File: src/rtl/ycbcr_pkg.sv
// Shared types and widths for the YCbCr skin-centroid tracker.
package ycbcr_pkg;

  localparam int CNT_W    = 17;
  localparam int SUM_W    = 25;
  localparam int CX_W     = 9;
  localparam int CY_W     = 8;
  localparam int DIV_ITER = 25;
  localparam int ITER_W   = 5;

  typedef enum logic [1:0] {
    IDLE   = 2'd0,
    ACCUM  = 2'd1,
    DIVIDE = 2'd2,
    DONE   = 2'd3
  } trk_state_e;

endpackage

File: src/rtl/seq_divider.sv
// Restoring unsigned divider: one quotient bit per cycle after a start pulse.
module seq_divider
  import ycbcr_pkg::*;
(
  input  logic             clk,
  input  logic             rst,
  input  logic             start,
  input  logic [SUM_W-1:0] dividend,
  input  logic [CNT_W-1:0] divisor,
  output logic [SUM_W-1:0] quotient,
  output logic             done
);

  logic [SUM_W-1:0]  quot_r;
  logic [CNT_W-1:0]  rem_r;
  logic [CNT_W-1:0]  dvs_r;
  logic [ITER_W-1:0] iter_r;
  logic              done_r;
  logic [CNT_W:0]    rem_sh_s;
  logic [CNT_W-1:0]  diff_s;
  logic              ge_s;

  // Trial subtraction for the current step; low bits of the difference suffice when it fits
  always_comb begin
    rem_sh_s = {rem_r, quot_r[SUM_W-1]};
    ge_s     = (rem_sh_s >= {1'b0, dvs_r});
    diff_s   = rem_sh_s[CNT_W-1:0] - dvs_r;
  end

  // Operand load on start, then shift/subtract until the iteration count runs out
  always_ff @(posedge clk or posedge rst) begin
    if (rst) begin
      quot_r <= {SUM_W{1'b0}};
      rem_r  <= {CNT_W{1'b0}};
      dvs_r  <= {CNT_W{1'b0}};
      iter_r <= {ITER_W{1'b0}};
      done_r <= 1'b0;
    end else begin
      done_r <= 1'b0;
      if (start) begin
        quot_r <= dividend;
        rem_r  <= {CNT_W{1'b0}};
        dvs_r  <= divisor;
        iter_r <= ITER_W'(DIV_ITER);
      end else if (iter_r != {ITER_W{1'b0}}) begin
        quot_r <= {quot_r[SUM_W-2:0], ge_s};
        rem_r  <= ge_s ? diff_s : rem_sh_s[CNT_W-1:0];
        iter_r <= iter_r - ITER_W'(1);
        done_r <= (iter_r == ITER_W'(1));
      end
    end
  end

  assign quotient = quot_r;
  assign done     = done_r;

endmodule

File: src/rtl/skin_centroid_tracker.sv
// Classifies YCbCr pixels as skin, accumulates per-frame coordinate sums and
// reports the skin centroid once the last pixel of a frame has been seen.
module skin_centroid_tracker
  import ycbcr_pkg::*;
#(
  parameter int H_RES      = 320,
  parameter int V_RES      = 240,
  parameter int CB_MIN     = 77,
  parameter int CB_MAX     = 127,
  parameter int CR_MIN     = 133,
  parameter int CR_MAX     = 173,
  parameter int MIN_PIXELS = 256
) (
  input  logic            clk,
  input  logic            rst,
  input  logic [7:0]      y_in,
  input  logic [7:0]      cb_in,
  input  logic [7:0]      cr_in,
  input  logic            valid_in,
  input  logic            frame_start,
  output logic            skin_mask,
  output logic            mask_valid,
  output logic [CX_W-1:0] centroid_x,
  output logic [CY_W-1:0] centroid_y,
  output logic [CNT_W-1:0] pixel_count,
  output logic            centroid_valid,
  output logic            detected,
  output logic            busy
);

  localparam int XW = (H_RES > 1) ? $clog2(H_RES) : 1;
  localparam int YW = (V_RES > 1) ? $clog2(V_RES + 1) : 1;

  trk_state_e state_r, state_nxt_s;
  logic [XW-1:0]    x_r, x_base_s, x_nxt_s;
  logic [YW-1:0]    y_r, y_base_s, y_nxt_s;
  logic [CNT_W-1:0] cnt_r, cnt_base_s, cnt_nxt_s, snap_cnt_r;
  logic [SUM_W-1:0] sx_r, sx_base_s, sx_nxt_s;
  logic [SUM_W-1:0] sy_r, sy_base_s, sy_nxt_s;
  logic [SUM_W-1:0] qx_s, qy_s;
  logic acc_on_r, last_r, snap_det_r;
  logic skin_s, abort_s, start_s, acc_s, skin_acc_s, at_end_s, last_acc_s;
  logic det_s, div_start_s, dx_done_s, dy_done_s, enter_done_s;
  logic skin_mask_r, mask_valid_r, cv_r, det_r, busy_r;
  logic [CX_W-1:0]  cx_r;
  logic [CY_W-1:0]  cy_r;
  logic [CNT_W-1:0] pc_r;
  logic unused_s;

  // Pixel classification and next values of the position counters and accumulators
  always_comb begin
    skin_s = (cb_in >= 8'(CB_MIN)) && (cb_in <= 8'(CB_MAX)) &&
             (cr_in >= 8'(CR_MIN)) && (cr_in <= 8'(CR_MAX));
    // A frame_start while a frame is still being collected aborts it; otherwise it opens a new one
    abort_s    = frame_start && (state_r == ACCUM) && !last_r;
    start_s    = frame_start && !abort_s;
    acc_s      = valid_in && (start_s || (acc_on_r && !frame_start));
    skin_acc_s = acc_s && skin_s;
    if (frame_start) begin
      x_base_s   = {XW{1'b0}};
      y_base_s   = {YW{1'b0}};
      cnt_base_s = {CNT_W{1'b0}};
      sx_base_s  = {SUM_W{1'b0}};
      sy_base_s  = {SUM_W{1'b0}};
    end else begin
      x_base_s   = x_r;
      y_base_s   = y_r;
      cnt_base_s = cnt_r;
      sx_base_s  = sx_r;
      sy_base_s  = sy_r;
    end
    at_end_s   = (x_base_s == XW'(H_RES - 1));
    last_acc_s = acc_s && at_end_s && (y_base_s == YW'(V_RES - 1));
    if (!acc_s) begin
      x_nxt_s = x_base_s;
      y_nxt_s = y_base_s;
    end else if (at_end_s) begin
      x_nxt_s = {XW{1'b0}};
      y_nxt_s = y_base_s + YW'(1);
    end else begin
      x_nxt_s = x_base_s + XW'(1);
      y_nxt_s = y_base_s;
    end
    cnt_nxt_s = cnt_base_s + {{(CNT_W-1){1'b0}}, skin_acc_s};
    if (skin_acc_s) begin
      sx_nxt_s = sx_base_s + {{(SUM_W-XW){1'b0}}, x_base_s};
      sy_nxt_s = sy_base_s + {{(SUM_W-YW){1'b0}}, y_base_s};
    end else begin
      sx_nxt_s = sx_base_s;
      sy_nxt_s = sy_base_s;
    end
    det_s       = (cnt_nxt_s >= CNT_W'(MIN_PIXELS));
    div_start_s = last_acc_s && det_s;
  end

  // Accumulator state and the end-of-frame snapshot
  always_ff @(posedge clk or posedge rst) begin
    if (rst) begin
      x_r        <= {XW{1'b0}};
      y_r        <= {YW{1'b0}};
      cnt_r      <= {CNT_W{1'b0}};
      sx_r       <= {SUM_W{1'b0}};
      sy_r       <= {SUM_W{1'b0}};
      acc_on_r   <= 1'b0;
      last_r     <= 1'b0;
      snap_cnt_r <= {CNT_W{1'b0}};
      snap_det_r <= 1'b0;
    end else begin
      x_r    <= x_nxt_s;
      y_r    <= y_nxt_s;
      cnt_r  <= cnt_nxt_s;
      sx_r   <= sx_nxt_s;
      sy_r   <= sy_nxt_s;
      last_r <= last_acc_s;
      if (last_acc_s) begin
        acc_on_r   <= 1'b0;
        snap_cnt_r <= cnt_nxt_s;
        snap_det_r <= det_s;
      end else if (start_s) begin
        acc_on_r <= 1'b1;
      end else if (abort_s) begin
        acc_on_r <= 1'b0;
      end
    end
  end

  seq_divider u_div_x (
    .clk(clk), .rst(rst), .start(div_start_s),
    .dividend(sx_nxt_s), .divisor(cnt_nxt_s), .quotient(qx_s), .done(dx_done_s)
  );

  seq_divider u_div_y (
    .clk(clk), .rst(rst), .start(div_start_s),
    .dividend(sy_nxt_s), .divisor(cnt_nxt_s), .quotient(qy_s), .done(dy_done_s)
  );

  // Frame control: decide one cycle after the last pixel, so both result paths share that edge
  always_comb begin
    state_nxt_s = state_r;
    case (state_r)
      IDLE: begin
        if (start_s) state_nxt_s = ACCUM;
        else         state_nxt_s = IDLE;
      end
      ACCUM: begin
        if (abort_s)     state_nxt_s = IDLE;
        else if (last_r) state_nxt_s = snap_det_r ? DIVIDE : DONE;
        else             state_nxt_s = ACCUM;
      end
      DIVIDE: begin
        if (dx_done_s) state_nxt_s = DONE;
        else           state_nxt_s = DIVIDE;
      end
      DONE: begin
        if (acc_on_r || start_s) state_nxt_s = ACCUM;
        else                     state_nxt_s = IDLE;
      end
      default: state_nxt_s = IDLE;
    endcase
    enter_done_s = (state_nxt_s == DONE) && (state_r != DONE);
  end

  // State register and registered outputs
  always_ff @(posedge clk or posedge rst) begin
    if (rst) begin
      state_r      <= IDLE;
      skin_mask_r  <= 1'b0;
      mask_valid_r <= 1'b0;
      cv_r         <= 1'b0;
      det_r        <= 1'b0;
      busy_r       <= 1'b0;
      cx_r         <= {CX_W{1'b0}};
      cy_r         <= {CY_W{1'b0}};
      pc_r         <= {CNT_W{1'b0}};
    end else begin
      state_r      <= state_nxt_s;
      skin_mask_r  <= valid_in && skin_s;
      mask_valid_r <= valid_in;
      cv_r         <= enter_done_s;
      busy_r       <= (state_nxt_s == DIVIDE);
      if (enter_done_s) begin
        pc_r  <= snap_cnt_r;
        det_r <= snap_det_r;
        // Below-threshold frames keep the last good centroid
        if (snap_det_r) begin
          cx_r <= qx_s[CX_W-1:0];
          cy_r <= qy_s[CY_W-1:0];
        end
      end
    end
  end

  assign unused_s = ^{y_in, qx_s[SUM_W-1:CX_W], qy_s[SUM_W-1:CY_W], dy_done_s};

  assign skin_mask      = skin_mask_r;
  assign mask_valid     = mask_valid_r;
  assign centroid_x     = cx_r;
  assign centroid_y     = cy_r;
  assign pixel_count    = pc_r;
  assign centroid_valid = cv_r;
  assign detected       = det_r;
  assign busy           = busy_r;

endmodule

File: config.mk
export PLATFORM = sky130hd
export DESIGN_NAME = skin_centroid_tracker
export DESIGN_NICKNAME = d
export VERILOG_FILES = /design/src/rtl/ycbcr_pkg.sv /design/src/rtl/seq_divider.sv /design/src/rtl/skin_centroid_tracker.sv
export SDC_FILE = /design/constraint.sdc
export NUM_CORES = 1
export LEC_CHECK = 0
export BUFFER_PORTS_ARGS = -buffer_cell sky130_fd_sc_hd__clkbuf_2
export CORE_MARGIN = 5
export CORE_UTILIZATION = 60
export DETAILED_ROUTE_END_ITERATION = 7
export GPL_ROUTABILITY_DRIVEN = 0
export PLACE_DENSITY = 0.78
export SLEW_MARGIN = 5
export SYNTH_ARGS = -nofsm -noshare
export SYNTH_HDL_FRONTEND = slang
export SYNTH_SLANG_ARGS = --single-unit
File: constraint.sdc
create_clock -name clk -period 9.52 [get_ports clk]
set_clock_uncertainty 0.1 [all_clocks]
set_input_delay 0.476 -clock clk [delete_from_list [all_inputs] [get_ports clk]]
set_output_delay 0.476 -clock clk [all_outputs]
set_load 0.02 [all_outputs]
== Word-level counts from Yosys, hierarchy flattened ==
Cells that the tools add are included.

* Register bits: 257
* Input port bits: 28
* Output and inout bits: 39
* Word-level logic and storage cells: 114

* $add $sub $neg: 9
* $lt $le $gt $ge: 7
* Equality and inequality tests: 9
* Multiplexer cells: 37
* Reduce and logical (&&, ||, !) cells: 26

{| class="wikitable"
|+ Operators with widths
! kind !! number
|-
| $mux W25 || 8
|-
| $mux W17 || 7
|-
| $ge A18 B17 Y1 || 2
|-
| $sub A17 B17 Y17 || 2
|-
| $mux W9 || 3
|-
| $add A25 B8 Y25 || 1
|-
| $add A25 B9 Y25 || 1
|-
| $mux W8 || 3
|-
| $mux W5 || 4
|-
| $add A17 B1 Y17 || 1
|-
| $ge A17 B9 Y1 const B || 1
|-
| $logic_and A1 B1 Y1 || 14
|-
| $reduce_bool A5 Y1 || 2
|-
| $sub A5 B1 Y5 const B || 2
|-
| $add A9 B1 Y9 const B || 1
|-
| $eq A9 B9 Y1 const B || 1
|-
| $mux W1 || 9
|-
| $add A8 B1 Y8 const B || 1
|-
| $eq A2 B2 Y1 const B || 4
|-
| $eq A8 B8 Y1 const B || 1
|-
| $ge A8 B7 Y1 const B || 1
|-
| $ge A8 B8 Y1 const B || 1
|-
| $le A8 B7 Y1 const B || 1
|-
| $le A8 B8 Y1 const B || 1
|-
| 11 further kinds || 16
|}

== Longest topological paths before layout ==
Gate-level depths: netlist of the first run.

* Word-level depth: 12
* Gate-level depth with buffers: 19
* Depth with buffers taken out: 14

== Modules after synthesis ==
From an unflattened synthesis of the first run, not the netlist that was laid out.

* Cell total of the unflattened synthesis: 1,508
* Area, all modules: 14,900.5 µm²

{| class="wikitable"
|+ Modules (own cells, without submodules)
! module !! times used !! cells an instance !! area an instance (µm²)
|-
| seq_divider || 2 || 401 || 3,769.9
|-
| skin_centroid_tracker || 1 || 706 || 7,360.8
|}

== Worst setup path after synthesis of the first run ==
No wires, ideal clock.

* Path type: input to register
* Start point: in frame_start
* End point: reg u_div_x.quot_r[7], in the netlist u_div_x.quotient[7]
* Data arrival time: 4.154 ns
* Data required time: 9.301 ns
* Slack: 5.147 ns
* Cell stages on the path: 19
* Path through: buf_4 -> buf_2 -> buf_2 -> buf_1 -> clkbuf_1 -> clkbuf_1 -> nor2b_1 -> ha_1 -> ha_1 -> nand4_1 -> nor4_1 -> mux2_2 -> or4_1 -> nor4_2 -> a21o_2 -> buf_6 -> buf_6 -> nand3_1 -> o21a_1

* Word-level cells in the longest chain between the ends: 11
* Elaborated cells between the ends (all ways): 24
* Those cells by class: add/sub (2); order compare (1); eq/ne (2); mux (6); reduce/logical (13)

{| class="wikitable"
|+ Ends and longest elaborated chain
! element !! line !! text
|-
| from (decl) || skin_centroid_tracker.sv:20 || <nowiki>input logic frame_start,</nowiki>
|-
| $logic_and A1 B1 Y1 (2 in a row) || skin_centroid_tracker.sv:55 || <nowiki>abort_s = frame_start && (state_r == ACCUM) && !last_r;</nowiki>
|-
| $logic_not A1 Y1 || skin_centroid_tracker.sv:56 || <nowiki>start_s = frame_start && !abort_s;</nowiki>
|-
| $logic_and A1 B1 Y1 || skin_centroid_tracker.sv:56 ||
|-
| $logic_or A1 B1 Y1 || skin_centroid_tracker.sv:57 || <nowiki>acc_s = valid_in && (start_s || (acc_on_r && !frame_start));</nowiki>
|-
| $logic_and A1 B1 Y1 || skin_centroid_tracker.sv:57 ||
|-
| $logic_and A1 B1 Y1 || skin_centroid_tracker.sv:58 || <nowiki>skin_acc_s = acc_s && skin_s;</nowiki>
|-
| $add A17 B1 Y17 * || skin_centroid_tracker.sv:84 || <nowiki>cnt_nxt_s = cnt_base_s + {{(CNT_W-1){1'b0}}, skin_acc_s};</nowiki>
|-
| via cnt_nxt_s[14] || skin_centroid_tracker.sv:37 || <nowiki>logic [CNT_W-1:0] cnt_r, cnt_base_s, cnt_nxt_s, snap_cnt_r;</nowiki>
|-
| $ge A17 B9 Y1 * || skin_centroid_tracker.sv:92 || <nowiki>det_s = (cnt_nxt_s >= CNT_W'(MIN_PIXELS));</nowiki>
|-
| $logic_and A1 B1 Y1 * || skin_centroid_tracker.sv:93 || <nowiki>div_start_s = last_acc_s && det_s;</nowiki>
|-
| $mux W25 or $reduce_bool A2 Y1 (tied branches) || n/a ||
|-
| to (signal assigned) || seq_divider.sv:33 || <nowiki>quot_r <= {SUM_W{1'b0}};</nowiki>
|-
| to (signal assigned) || seq_divider.sv:41 || <nowiki>quot_r <= dividend;</nowiki>
|-
| to (signal assigned) || seq_divider.sv:46 || <nowiki>quot_r <= {quot_r[SUM_W-2:0], ge_s};</nowiki>
|-
| to (decl) || seq_divider.sv:14 || <nowiki>logic [SUM_W-1:0] quot_r;</nowiki>
|}

The timed path passes the listed nets; every way through them passes the cells marked *.
A chain may end at the register's enable or synchronous reset.

== Worst setup path in the final report of the first run ==
* Start point: reg state_r[1]
* End point: reg u_div_x.quot_r[12], in the netlist u_div_x.quotient[12]

* Word-level cells in the longest chain between the ends: 12
* Elaborated cells between the ends (all ways): 16
* Those cells by class: add/sub (1); order compare (1); eq/ne (1); mux (2); reduce/logical (11)

{| class="wikitable"
|+ Ends and longest elaborated chain
! element !! line !! text
|-
| from (decl) || skin_centroid_tracker.sv:34 || <nowiki>trk_state_e state_r, state_nxt_s;</nowiki>
|-
| from (signal assigned) || skin_centroid_tracker.sv:176 || <nowiki>state_r <= state_nxt_s;</nowiki>
|-
| $eq A2 B1 Y1 * || skin_centroid_tracker.sv:55 ||
|-
| $logic_and A1 B1 Y1 * (2 in a row) || skin_centroid_tracker.sv:55 ||
|-
| $logic_not A1 Y1 * || skin_centroid_tracker.sv:56 ||
|-
| $logic_and A1 B1 Y1 * || skin_centroid_tracker.sv:56 ||
|-
| $logic_or A1 B1 Y1 * || skin_centroid_tracker.sv:57 ||
|-
| $logic_and A1 B1 Y1 * || skin_centroid_tracker.sv:57 ||
|-
| $logic_and A1 B1 Y1 * || skin_centroid_tracker.sv:58 ||
|-
| $add A17 B1 Y17 * || skin_centroid_tracker.sv:84 ||
|-
| via cnt_nxt_s[14] || skin_centroid_tracker.sv:37 ||
|-
| $ge A17 B9 Y1 * || skin_centroid_tracker.sv:92 ||
|-
| $logic_and A1 B1 Y1 * || skin_centroid_tracker.sv:93 ||
|-
| $mux W25 or $reduce_bool A2 Y1 (tied branches) || n/a ||
|}

Marked as above.

==> results of run 1 <==
## per-stage QoR
stage	cells	cell area [µm²]	utilization	setup WS, ps	total power, W
global placement	1855	14600	0.626	3620	0.00117
detailed placement	1855	14600	0.626	3450	0.00117
CTS	1908	15600	0.669	3790	0.00233
finish	1908	15600	0.669	3780	0.00231
global route	1908	15600	0.669	3400	0.00239
floorplan	1533	14000	-	1870	0.00115
## cells by family after synthesis
logic type,after synthesis,synth area share
AOI/OAI and AO/OA,290,0.135
xor gates and xnor gates,86,0.0536
adders and majority gates,64,0.0592
buffers and inverters,131,0.0398
DFF,257,0.458
muxes,51,0.0385
and+or+nand+nor,654,0.216
## routing by layer
layer  up-vias  wire length [µm]
met4         0               449
met5         -                 0
met2       272             14700
met1      5328             14400
li1       5371                 -
met3        45              1660
## area by class of cell
type                       count  area share
clock inverter                 9     0.00948
timing repair buffer          71      0.0251
inverter                      64      0.0159
multi-input combinational   1145       0.456
tap                          319      0.0256
clock buffer                  43      0.0551
sequential                   257       0.413
## critical path: stages, from the launching register on
cell	delay, ps
dfrtp_1	420
and4bb_2	370
nor2_2	80
nand3_1	90
buf_4	380
clkinv_1	530
ha_1	380
ha_1	220
nand4_1	240
nor4_1	100
mux2_2	320
or4_1	540
nor4_2	390
a21o_4	980
nand3_1	200
o21a_1	190
## where the power goes
| part | switching [W] | internal, W | leakage, nW | total (W) |
|---|---|---|---|---|
| sequential | 0.00000223 | 0.00110 | 3.30 | 0.00110 |
| combinational | 0.0000391 | 0.0000103 | 3.75 | 0.0000494 |
| clock | 0.000434 | 0.000726 | 0.494 | 0.00116 |
## registers in the layout, summed over array words and instances (netlist names), 17 cells and up
register,cells
sx_r,25
sy_r,25
u_div_x.quotient,25
u_div_y.quotient,25
cnt_r,17
pixel_count,17
snap_cnt_r,17
u_div_x.dvs_r,17
u_div_x.rem_r,17
u_div_y.rem_r,17
## cells in the final DEF (no fill, tap or decap), types with 24 or more instances in the layout
cell,n
nand2_1,275
dfrtp_1,257
nor2_1,136
o21ai_0,64
nand3_1,63
a21oi_1,62
inv_1,60
ha_1,60
clkbuf_2,57
xnor2_1,56
nor2b_1,48
o21a_1,48
a211oi_1,36
nor3_1,31
xor2_1,30
clkbuf_16,29
mux2i_1,27
mux2_2,24
## path summary, 6_finish.rpt
kind | startpoint | to | slack [ps] | depth (start not counted)
min in group clk | cr_in[4] | skin_mask$_DFF_PP0_ | 350 | 4
hold reg to reg | snap_cnt_r[7]$_DFFE_PP0P_ | pixel_count[7]$_DFFE_PP0P_ | 360 | 2
setup reg to reg | state_r[1]$_DFF_PP0_ | u_div_x.quotient[12]$_DFFE_PP0P_ | 3780 | 15
setup / recovery | state_r[1]$_DFF_PP0_ | u_div_x.quotient[12]$_DFFE_PP0P_ | 3780 | 15
max in group asynchronous | rst | u_div_y.quotient[11]$_DFFE_PP0P_ | 7220 | 4
hold / removal | rst | x_r[8]$_DFF_PP0_ | 60 | 2
==> flow_summary.json, run 1 <==
{
  "status": "complete, no violations",
  "syn_area_per_cell_um2": 9.16,
  "rsz0062_at_grt": "false",
  "use_met1": 0.342,
  "wl_um": 31200,
  "synth_edf_count": 0,
  "area_growth_pct": 10.8,
  "yosysTopAreaCell": "dfrtp_1",
  "numCtsBuffers": 28,
  "cellPowerDensity_nw_per_um2": 148,
  "yosysTopAreaCellShare": 0.458,
  "drv_cap": 0,
  "drcViolationCount": 0,
  "fin_crit_sh": 0.603,
  "num_vias": 11000,
  "multi_input_area_um2": 7090,
  "h-tree-depth": 1,
  "worst_slew_pin_slew_ps": 1230,
  "dp_hpwl_um": 20300,
  "power.leakage_nw": 7.54,
  "synth_cell_types": 72,
  "num_rows": 56,
  "synth_area_um2": 14000,
  "fin_crit_ps": 5740,
  "design.core.area_um2": 23300,
  "hold_violations": 0,
  "antenna_found_initial": 0,
  "track_usage": 0.239,
  "cts_hold_buf": 1,
  "critical_path.max_fanout": 122,
  "cts_resized": 0,
  "cts.sinks": 257,
  "post-synth-top-count-cell": "nand2_1",
  "final_antenna_net_count": 0,
  "cp_data_required_time_ps": 9840,
  "slew_viol_final": 0,
  "ys_warn_count": 0,
  "syn_inst": 1533,
  "slew_headroom": 0.181,
  "busiest_layer": "met2",
  "synthArstFlopShare": 1.00,
  "die_w_um": 163,
  "fillCellCount": 1839,
  "critPathLaunchType": "flip-flop",
  "vdd_drop_max_mv": 0.151,
  "synth_area_leaders": "dfrtp_1, nand2_1, ha_1",
  "final_layout_size_suffix_gt1_frac": 0.102,
  "fmax_mhz": 174,
  "grt_max_degree": 144,
  "clk_latency_ps": 540,
  "synth_top_flop_cell": "dfrtp_1",
  "clk_pin_slew_ps": 60,
  "io-pin-count": 67,
  "drtIter0Drc": 778,
  "synth_seq_cells": 257,
  "hp-class": "primary input to asynchronous set/reset pin",
  "critical_path_class": "flip-flop to flip-flop",
  "wl_per_cell_um": 16.3,
  "arrival_ps": 6070,
  "grt_pass1_vias": 10900,
  "dieArea_um2": 26600,
  "grt_pass1_wl_um": 53300,
  "cts_tree": "built",
  "grt_use_met2": 0.385,
  "synth_common_cells": "nand2_1, dfrtp_1, nor2_1",
  "drt_first_pass_iters": 6,
  "clk_path_buf_depth": 3,
  "fin_nets": 1659,
  "seq_area_um2": 6430,
  "fin_setup_tns_ps": 0,
  "end_kind": "flip-flop",
  "via_per_inst": 5.77,
  "yosysSeqAreaShare": 0.458,
  "n_antenna_cell": 0,
  "initial_core_util": 0.604,
  "port_buffers": 58,
  "cts_setup_buffers": 0,
  "ctsRootBufferMaster": "clkbuf_16",
  "worst_hold_slack_ps": 63.4,
  "report.final.setup_viol": 0,
  "synthesis.nets": 1625,
  "grtUsageMet3": 0.0400,
  "die_h_um": 163,
  "globalRouteOverflowTotal": 0
}
No activity file was read; power rests on OpenSTA's default activity.
==> inputs of run 2 (changes only) <==
Settings changed: CORE_UTILIZATION 60 to 56, PLACE_DENSITY 0.78 to 0.77.
Clock period 9.52 ns to 5.25 ns, I/O delays scaled along.
==> run 2 against run 1 <==
Compared with the run above: non-clock buffer count rose by 9; highest routed layer unchanged; first-iteration DRC count rose by 8.4%; critical path depth did not move; via count fell by 1.0%; flip-flop and latch count did not move; hold slack improved by 59 ps; cell area rose by 0.46%.
==> flow_summary.json, run 2 (synthesized netlist as in run 1, its figures left out) <==
{
  "critical_path_class": "flip-flop to flip-flop",
  "slew_headroom": 0.183,
  "fin_cells": 1930,
  "fin_crit_sh": 0.894,
  "dieArea_um2": 28300,
  "design.core.area_um2": 25000,
  "die_w_um": 168,
  "fillCellCount": 2099,
  "worst_slew_pin_slew_ps": 1220,
  "end_kind": "flip-flop",
  "fin_crit_ps": 4700,
  "r2r_slack_ps": 550,
  "grt_max_degree": 144,
  "wl_um": 30500,
  "crit_chain": "and4bb_2 > nor2_2 > nand3_1 > clkinv_1 > ha_1 > ha_1 > nand4_1 > nor4_1 > mux2_2 > or4_1 > nor4_2 > a21o_4 > buf_12 > nand3_1 > o21a_1",
  "num_rows": 58,
  "globalRouteOverflowTotal": 0,
  "dp_hpwl_um": 20900,
  "cts_resized": 0,
  "slew_viol_final": 0,
  "report.final.setup_viol": 0,
  "die_h_um": 168,
  "reg2reg_depth": 15,
  "hold_depth": 4,
  "slowest_delay_ps": 560,
  "fmax_mhz": 213,
  "final_layout_size_suffix_gt1_frac": 0.109,
  "initial_core_util": 0.563,
  "num_vias": 10900,
  "fin_setup_tns_ps": 0,
  "cts_tree": "built",
  "wl_per_cell_um": 15.8,
  "arrival_ps": 5030,
  "place_area_um2": 14600,
  "clk_latency_ps": 550,
  "hold_violations": 0,
  "io-pin-count": 67,
  "clk_path_buf_depth": 3,
  "drt_first_pass_iters": 4,
  "track_usage": 0.217,
  "numCtsBuffers": 29,
  "drcViolationCount": 0,
  "power.leakage_nw": 7.57,
  "final_antenna_net_count": 0,
  "grt_pass1_wl_um": 52300,
  "place_inst": 1874,
  "clk_pin_slew_ps": 60,
  "status": "complete, no violations",
  "stdcell_area_um2": 15600,
  "ctsRootBufferMaster": "clkbuf_16",
  "n_antenna_cell": 0,
  "layout_common_cells": "nand2_1, dfrtp_1, nor2_1, o21ai_0, nand3_1",
  "critPathLaunchType": "flip-flop",
  "rsz0062_at_grt": "false",
  "antenna_found_initial": 0,
  "h-tree-depth": 1,
  "cp_slowest_cell": "a21o_4",
  "fin_nets": 1669,
  "drtIter0Drc": 843,
  "cellPowerDensity_nw_per_um2": 263,
  "cp_data_required_time_ps": 5590,
  "via_per_inst": 5.65,
  "area_growth_pct": 11.3,
  "grt_pass1_vias": 10900,
  "hp-class": "primary input to flip-flop",
  "critical_path.max_fanout": 55,
  "port_buffers": 58,
  "final_common_cell": "nand2_1",
  "drv_cap": 0,
  "cts.sinks": 257,
  "vdd_drop_max_mv": 0.192
}
==> run 2: cell count changes in the layout (fill, tap and decap cells not counted), moves of 3 or more <==
cell	before	now
clkbuf_8	8	2
clkinv_4	0	3
buf_4	12	18
clkinv_2	4	8
clkbuf_1	6	3
clkinvlp_4	1	4
==> run 2: timing repair <==
item,CTS,global route
hold buffers,2,0
setup buffers,0,0
hold endpoints to repair,35,0
==> run 2: worst max-delay path, delay by kind of cell (launching register included) <==
kind | cells | cell delay [ps]
compound gates | 2 | 680
fa+ha+maj | 2 | 330
buf+inv | 2 | 380
flops | 1 | 420
mux | 1 | 390
simple gates | 8 | 2230
==> run 2: power by group <==
part           switching [W]   total, W  internal, W
Combinational      0.0000704  0.0000912    0.0000208
Sequential        0.00000370    0.00199      0.00199
Clock               0.000838    0.00204      0.00120
Total               0.000912    0.00412      0.00321
==> run 2: path summary, 6_finish.rpt <==
path	start	endpoint
max reg2reg	state_r[0]$_DFF_PP0_	u_div_x.quotient[8]$_DFFE_PP0P_
max in group asynchronous	rst	u_div_x.dvs_r[16]$_DFFE_PP0P_
min reg2reg	snap_cnt_r[8]$_DFFE_PP0P_	snap_cnt_r[8]$_DFFE_PP0P_
min in group asynchronous	rst	centroid_x[1]$_DFFE_PP0P_
min	cb_in[3]	skin_mask$_DFF_PP0_
max	state_r[0]$_DFF_PP0_	u_div_x.quotient[8]$_DFFE_PP0P_
==> run 2: routing by layer <==
metal | vias to the layer above | global-route usage | share of wire
li1 | 5397 | - | -
met3 | 51 | 0.0277 | 0.045
met1 | 5259 | 0.311 | 0.48
met2 | 198 | 0.352 | 0.46
met4 | 0 | 0.0582 | 0.020
met5 | - | 0 | 0
==> run 2: cell type report <==
| cell class | count | area, µm² | share of cell area |
|---|---|---|---|
| Multi-Input combinational cell | 1145 | 7090 | 0.454 |
| Clock buffer | 34 | 764 | 0.0489 |
| Inverter | 64 | 244 | 0.0156 |
| Tap cell | 330 | 413 | 0.0264 |
| Sequential cell | 257 | 6430 | 0.411 |
| Timing Repair Buffer | 80 | 485 | 0.0310 |
| Clock inverter | 20 | 208 | 0.0133 |
==> run 2: metrics by stage <==
| stage | utilization | power [W] | worst slack [ps] | hold WS (ps) |
|---|---|---|---|---|
| floorplan | - | 0.00209 | 1090 | 194 |
| CTS | 0.626 | 0.00417 | 552 | 107 |
| detailed placement | 0.587 | 0.00212 | 581 | 317 |
| global route | 0.626 | 0.00426 | 280 | 146 |
| finish | 0.626 | 0.00412 | 554 | 122 |
| global placement | 0.587 | 0.00212 | 688 | 320 |
